==> src/rtl/hcu_pkg.sv <==
// Shared types and defaults for the hazard control unit.
package hcu_pkg;

  typedef enum logic [1:0] {
    KindAlu  = 2'd0,
    KindLoad = 2'd1,
    KindMdu  = 2'd2
  } kind_e;

  localparam int unsigned DefNumRegs     = 32;
  localparam int unsigned DefFwdStages   = 2;
  localparam int unsigned DefLoadLat     = 2;
  localparam int unsigned DefMduLat      = 4;
  localparam int unsigned DefRedirectLat = 1;

  // Width of a forwarding select: 0 = register file, 1..stages = forwarding stage.
  function automatic int unsigned FWD_SEL_W(input int unsigned stages);
    return (stages < 1) ? 1 : $clog2(stages + 1);
  endfunction

endpackage

==> src/rtl/hcu_fwd_sel.sv <==
// Forwarding priority mux for one source operand: lowest (youngest) matching stage wins.
module hcu_fwd_sel
  import hcu_pkg::*;
#(
  parameter int unsigned FWD_STAGES = DefFwdStages,
  parameter int unsigned RW         = 5
) (
  input  logic [RW-1:0]                    src_i,
  input  logic [FWD_STAGES*RW-1:0]         fwd_rd_i,
  input  logic [FWD_STAGES-1:0]            fwd_we_i,
  output logic [FWD_SEL_W(FWD_STAGES)-1:0] sel_o
);

  localparam int unsigned SelW = FWD_SEL_W(FWD_STAGES);

  always_comb begin
    sel_o = '0;
    if (src_i != '0) begin
      // Walk oldest to youngest so the youngest match is the last one written.
      for (int k = FWD_STAGES; k >= 1; k--) begin
        if (fwd_we_i[k-1] && (fwd_rd_i[(k-1)*RW +: RW] == src_i)) begin
          sel_o = SelW'(k);
        end
      end
    end
  end

endmodule

==> src/rtl/hcu_scoreboard.sv <==
// Hazard control unit: per-register latency scoreboard, MDU structural hazard,
// redirect flush sequencing and operand forwarding selects.
module hcu_scoreboard
  import hcu_pkg::*;
#(
  parameter int unsigned NUM_REGS     = DefNumRegs,
  parameter int unsigned RW           = $clog2(NUM_REGS),
  parameter int unsigned FWD_STAGES   = DefFwdStages,
  parameter int unsigned LOAD_LAT     = DefLoadLat,
  parameter int unsigned MDU_LAT      = DefMduLat,
  parameter int unsigned REDIRECT_LAT = DefRedirectLat
) (
  input  logic                             clk,
  input  logic                             reset,
  input  logic [RW-1:0]                    A1_E,
  input  logic [RW-1:0]                    A2_E,
  input  logic [RW-1:0]                    rd_E,
  input  logic                             RegWE_E,
  input  logic [1:0]                       kind_E,
  input  logic                             ex_fire_E,
  input  logic [FWD_STAGES*RW-1:0]         fwd_rd,
  input  logic [FWD_STAGES-1:0]            fwd_we,
  input  logic                             branch_D,
  input  logic                             jump_D,
  input  logic                             branch_E,
  input  logic                             condition_met_E,
  output logic                             StallF,
  output logic                             StallD,
  output logic                             StallE,
  output logic                             FlushD,
  output logic                             FlushE,
  output logic                             BubbleE,
  output logic [FWD_SEL_W(FWD_STAGES)-1:0] fwdA_E,
  output logic [FWD_SEL_W(FWD_STAGES)-1:0] fwdB_E,
  output logic [NUM_REGS-1:0]              sb_busy
);

  localparam int unsigned MaxLat = (LOAD_LAT > MDU_LAT) ? LOAD_LAT : MDU_LAT;
  localparam int unsigned CntW   = $clog2(MaxLat + 1);
  localparam int unsigned MduW   = $clog2(MDU_LAT + 1);
  localparam int unsigned RedW   = (REDIRECT_LAT > 1) ? $clog2(REDIRECT_LAT) : 1;
  localparam int unsigned SelW   = FWD_SEL_W(FWD_STAGES);

  kind_e               kind;
  logic                sb_wr;
  logic [CntW-1:0]     wr_lat;
  logic [NUM_REGS-1:0] busy;

  assign kind  = kind_e'(kind_E);
  assign sb_wr = ex_fire_E && RegWE_E && (rd_E != '0);

  always_comb begin
    case (kind)
      KindLoad: wr_lat = CntW'(LOAD_LAT);
      KindMdu:  wr_lat = CntW'(MDU_LAT);
      default:  wr_lat = '0;
    endcase
  end

  // Scoreboard: x0 is never tracked.
  assign busy[0] = 1'b0;

  for (genvar r = 1; r < NUM_REGS; r++) begin : g_sb
    logic [CntW-1:0] cnt_d, cnt_q;

    always_comb begin
      cnt_d = cnt_q;
      if (sb_wr && (rd_E == RW'(r))) begin
        cnt_d = wr_lat;
      end else if (cnt_q != '0) begin
        cnt_d = cnt_q - CntW'(1);
      end
    end

    always_ff @(posedge clk) begin
      if (reset) begin
        cnt_q <= '0;
      end else begin
        cnt_q <= cnt_d;
      end
    end

    assign busy[r] = (cnt_q != '0);
  end

  // Single MDU: a new MDU op may issue once only the final cycle remains.
  logic [MduW-1:0] mdu_cnt_d, mdu_cnt_q;

  always_comb begin
    mdu_cnt_d = mdu_cnt_q;
    if (ex_fire_E && (kind == KindMdu)) begin
      mdu_cnt_d = MduW'(MDU_LAT);
    end else if (mdu_cnt_q != '0) begin
      mdu_cnt_d = mdu_cnt_q - MduW'(1);
    end
  end

  always_ff @(posedge clk) begin
    if (reset) begin
      mdu_cnt_q <= '0;
    end else begin
      mdu_cnt_q <= mdu_cnt_d;
    end
  end

  logic mispredict, data_haz, struct_haz;

  assign mispredict = branch_E && !condition_met_E;
  assign data_haz   = ((A1_E != '0) && busy[A1_E]) || ((A2_E != '0) && busy[A2_E]);
  assign struct_haz = (kind == KindMdu) && (mdu_cnt_q > MduW'(1));

  logic [RedW-1:0] redir_cnt_d, redir_cnt_q;
  logic            stall, flush_d, flush_e;

  always_comb begin
    stall       = 1'b0;
    flush_d     = 1'b0;
    flush_e     = 1'b0;
    redir_cnt_d = redir_cnt_q;
    if (mispredict) begin
      flush_d     = 1'b1;
      flush_e     = 1'b1;
      redir_cnt_d = RedW'(REDIRECT_LAT - 1);
    end else if (redir_cnt_q != '0) begin
      flush_d     = 1'b1;
      redir_cnt_d = redir_cnt_q - RedW'(1);
    end else if (data_haz || struct_haz) begin
      stall = 1'b1;
    end else if (branch_D || jump_D) begin
      flush_d = 1'b1;
    end
  end

  always_ff @(posedge clk) begin
    if (reset) begin
      redir_cnt_q <= '0;
    end else begin
      redir_cnt_q <= redir_cnt_d;
    end
  end

  logic [SelW-1:0] sel_a, sel_b;

  hcu_fwd_sel #(
    .FWD_STAGES (FWD_STAGES),
    .RW         (RW)
  ) u_fwd_a (
    .src_i    (A1_E),
    .fwd_rd_i (fwd_rd),
    .fwd_we_i (fwd_we),
    .sel_o    (sel_a)
  );

  hcu_fwd_sel #(
    .FWD_STAGES (FWD_STAGES),
    .RW         (RW)
  ) u_fwd_b (
    .src_i    (A2_E),
    .fwd_rd_i (fwd_rd),
    .fwd_we_i (fwd_we),
    .sel_o    (sel_b)
  );

  // While reset is held every output is forced quiet, whatever the inputs say.
  assign StallF  = !reset && stall;
  assign StallD  = !reset && stall;
  assign StallE  = !reset && stall;
  assign BubbleE = !reset && stall;
  assign FlushD  = !reset && flush_d;
  assign FlushE  = !reset && flush_e;
  assign fwdA_E  = reset ? '0 : sel_a;
  assign fwdB_E  = reset ? '0 : sel_b;
  assign sb_busy = reset ? '0 : busy;

endmodule

==> config.mk <==
export PLATFORM = sky130hd
export DESIGN_NAME = hcu_scoreboard
export DESIGN_NICKNAME = d
export VERILOG_FILES = /design/src/rtl/hcu_pkg.sv /design/src/rtl/hcu_fwd_sel.sv /design/src/rtl/hcu_scoreboard.sv
export SDC_FILE = /design/constraint.sdc
export NUM_CORES = 1
export LEC_CHECK = 0
export CAP_MARGIN = 20
export CORE_MARGIN = 1
export CORE_UTILIZATION = 50
export CTS_CLUSTER_SIZE = 8
export DETAILED_ROUTE_END_ITERATION = 12
export PLACE_DENSITY_LB_ADDON = 0.15
export SYNTH_ARGS = -nofsm -noshare
export SYNTH_HDL_FRONTEND = slang
export SYNTH_SLANG_ARGS = --single-unit
==> constraint.sdc <==
create_clock -name clk -period 6.5 [get_ports clk]
set_input_delay 0.65 -clock clk [delete_from_list [all_inputs] [get_ports clk]]
set_output_delay 0.65 -clock clk [all_outputs]
set_load 0.005 [all_outputs]
==> flow_metrics.env <==
export IMPL_path_delay_family="buffers and inverters"
export IMPL_ant_nets=0
export IMPL_areaGrowthSynthToFinish_pct=16.8
export IMPL_dieArea_um2=13900
export IMPL_synth_most_common_cell="nor2_1"
export IMPL_first_global_vias=5830
export IMPL_rsz0062_at_grt="no"
export IMPL_fin_crit_ps=4320
export IMPL_drt_first_pass_iters=5
export IMPL_crit_type="input port to primary output"
export IMPL_io_pins=79
export IMPL_cts_made_buffers=9
export IMPL_cp_arrival_ps=3670
export IMPL_finalHoldViolations=0
export IMPL_die_w_um=118
export IMPL_yosys_area_top_type="dfxtp_1"
export IMPL_synth_top_area_frac=0.290
export IMPL_start_util=0.523
export IMPL_dp_hpwl_mm=13.0
export IMPL_wl_mm=17.6
export IMPL_port_buffers=77
export IMPL_num_antenna_cells=0
export IMPL_cts_tree="done"
export IMPL_drv_cap=0
export IMPL_synthTopCellsByCount="127 x nor2_1, 97 x dfxtp_1, 68 x inv_1"
export IMPL_cts_buffer_depth=2
export IMPL_cp_common_cell="clkdlybuf4s50_1"
export IMPL_worst_pin_slew_ps=906
export IMPL_vdd_drop_max_mv=0.232
export IMPL_dp_cells=1038
export IMPL_status="finished clean"
export IMPL_fp_dieH_um=118
export IMPL_cts_resized=0
export IMPL_synth_area_um2=6710
export IMPL_p_leak_nw=3.14
export IMPL_utilization=0.611
export IMPL_nets=979
export IMPL_rrSetupSlack_ps=4850
export IMPL_gr_total_overflow=0
export IMPL_final_instance_count_excl_fill=1054
export IMPL_antenna_found_initial=0
export IMPL_clock_latency_ps=360
export IMPL_p_per_area_nw_per_um2=456
export IMPL_htree_levels=3
export IMPL_post_cts_buffers=0
export IMPL_synth_area_leaders="dfxtp_1 29%, ha_1 12%, nor2_1 7.1%"
export IMPL_crit_required_ps=5850
export IMPL_drive_gt1_frac=0.0476
export IMPL_cpPeakStageDelay_ps=850
export IMPL_yosysWarnings=0
export IMPL_clk_pin_slew_ps=70
export IMPL_synthCells=824
export IMPL_crit_chain="clkdlybuf4s50_1 > mux4_1 > a211o_1 > o211ai_2 > o2111ai_2 > a2111oi_2 > clkdlybuf4s50_1"
export IMPL_relSlewSlack=0.395
export IMPL_cp_end_kind="primary output"
export IMPL_post_route_period_util=0.665
export IMPL_cts_root_buf="clkbuf_16"
export IMPL_fin_worst_skew_ps=3.76
export IMPL_hp_class="flip-flop to flip-flop"
export IMPL_synth_edf_count=0
export IMPL_core_area_um2=12800
export IMPL_drtIter0Drc=301
export IMPL_vias=5906
export IMPL_max_freq_mhz=231
export IMPL_slowest_stage="clkdlybuf4s50_1"
export IMPL_track_usage=0.263
export IMPL_finalSetupTns_ps=0
export IMPL_yosysSeqAreaShare=0.290
export IMPL_synth_cell_types=55
export IMPL_worstSetupStartpointType="input port"
export IMPL_setup_viol_count_final=0
export IMPL_cp_max_fo=14
export IMPL_grt_max_degree=53
export IMPL_rows=41
export IMPL_ys_seq_elements=97
export IMPL_ctsHoldBuffers=0
export IMPL_grt_pass1_wl_mm=28.7
export IMPL_hold_ws_ps=549
export IMPL_cts_sinks=97
export IMPL_wl_per_cell_um=16.7
export IMPL_via_per_inst=5.60
export IMPL_synthFlopType="dfxtp_1"
export IMPL_async_flop_share=0
export IMPL_drc=0
export IMPL_layout_setup_ws_ps=2180
export IMPL_maxSlewViolCount=0
export IMPL_cp_num_buf_inv=2
export IMPL_pre_cts_ws_ps=2200
export IMPL_avgSynthCellArea_um2=8.14
export IMPL_globalplace_congestion=0.895
==> cell type report <==
type                            count  area, µm²
Multi-Input combinational cell    619       4340
Sequential cell                    97       1940
Clock inverter                      5       38.8
Timing Repair Buffer               81        798
Fill cell                        1144       4990
Clock buffer                       11        243
Inverter                           69        259
Tap cell                          172        215
==> final timing paths <==
kind | startpoint | end | depth (start not counted)
worst max-delay path | A2_E[0] | FlushD | 7
worst min-delay path | g_sb[22].cnt_q[0] | g_sb[22].cnt_q[0] | 2
worst max register to register | g_sb[29].cnt_q[0] | g_sb[29].cnt_q[1] | 7
worst min register to register | g_sb[22].cnt_q[0] | g_sb[22].cnt_q[0] | 2
==> cells in the final DEF (no fill, tap or decap), types with 2 or more instances in the layout <==
master,count
nor2_1,127
dfxtp_1,97
clkdlybuf4s50_1,76
inv_1,68
ha_1,65
a211oi_1,60
nor2b_1,56
nand2_1,53
xnor2_1,34
o21ai_0,32
nor3_1,30
mux2i_1,29
a21oi_1,17
nand2b_1,16
xor2_1,15
and3_1,12
nand3_1,11
clkbuf_16,9
mux4_2,8
or2_2,5
buf_4,5
nor4_1,4
mux4_1,4
and2_1,3
o22ai_1,3
nand2b_4,2
nor3b_1,2
a2111oi_0,2
nand4_1,2
a22oi_1,2
nor4b_1,2
conb_1,2
clkinv_2,2
==> per-layer routing <==
layer / vias up / GRT usage / wire length (µm)
li1: 2905 / - / -
met1: 2777 / 0.337 / 7830
met2: 180 / 0.421 / 8120
met3: 44 / 0.0388 / 981
met4: 0 / 0.154 / 707
met5: - / 0 / 0
==> report_power, final <==
group / internal (mW) / total [mW] / leakage (nW) / switching (mW)
registers: 0.840 / 0.972 / 0.803 / 0.132
clock network: 0.274 / 0.518 / 0.142 / 0.244
logic: 0.992 / 2.08 / 2.20 / 1.09
total: 2.11 / 3.57 / 3.14 / 1.46
==> metrics by stage <==
| step | power (mW) | area (µm²) |
|---|---|---|
| after floorplan | 2.47 | 6710 |
| after global placement | 2.94 | 7550 |
| after detailed placement | 3.05 | 7550 |
| after CTS | 3.58 | 7830 |
| after global routing | 3.89 | 7830 |
| final | 3.57 | 7830 |
==> tightest hold or removal path: cells and delay by family, from the launching register on <==
kind | cells | cell delay (ps)
flops | 1 | 340
xor+xnor | 1 | 120
simple gates | 1 | 40
==> flip-flops by register name, summed over array words and instances, names as in the netlist <==
name,cells
redir_cnt_q,1
mdu_cnt_q,3
g_sb.cnt_q,93
==> logic make-up after synthesis <==
logic type,Yosys count,synth area share
mux,42,0.0875
xor+xnor,49,0.0640
simple gates,329,0.237
flops,97,0.290
compound gates,132,0.135
buf+inv,109,0.0653
other cells,1,0.000559
fa+ha+maj,65,0.121
No activity file was read; power rests on OpenSTA's default activity.
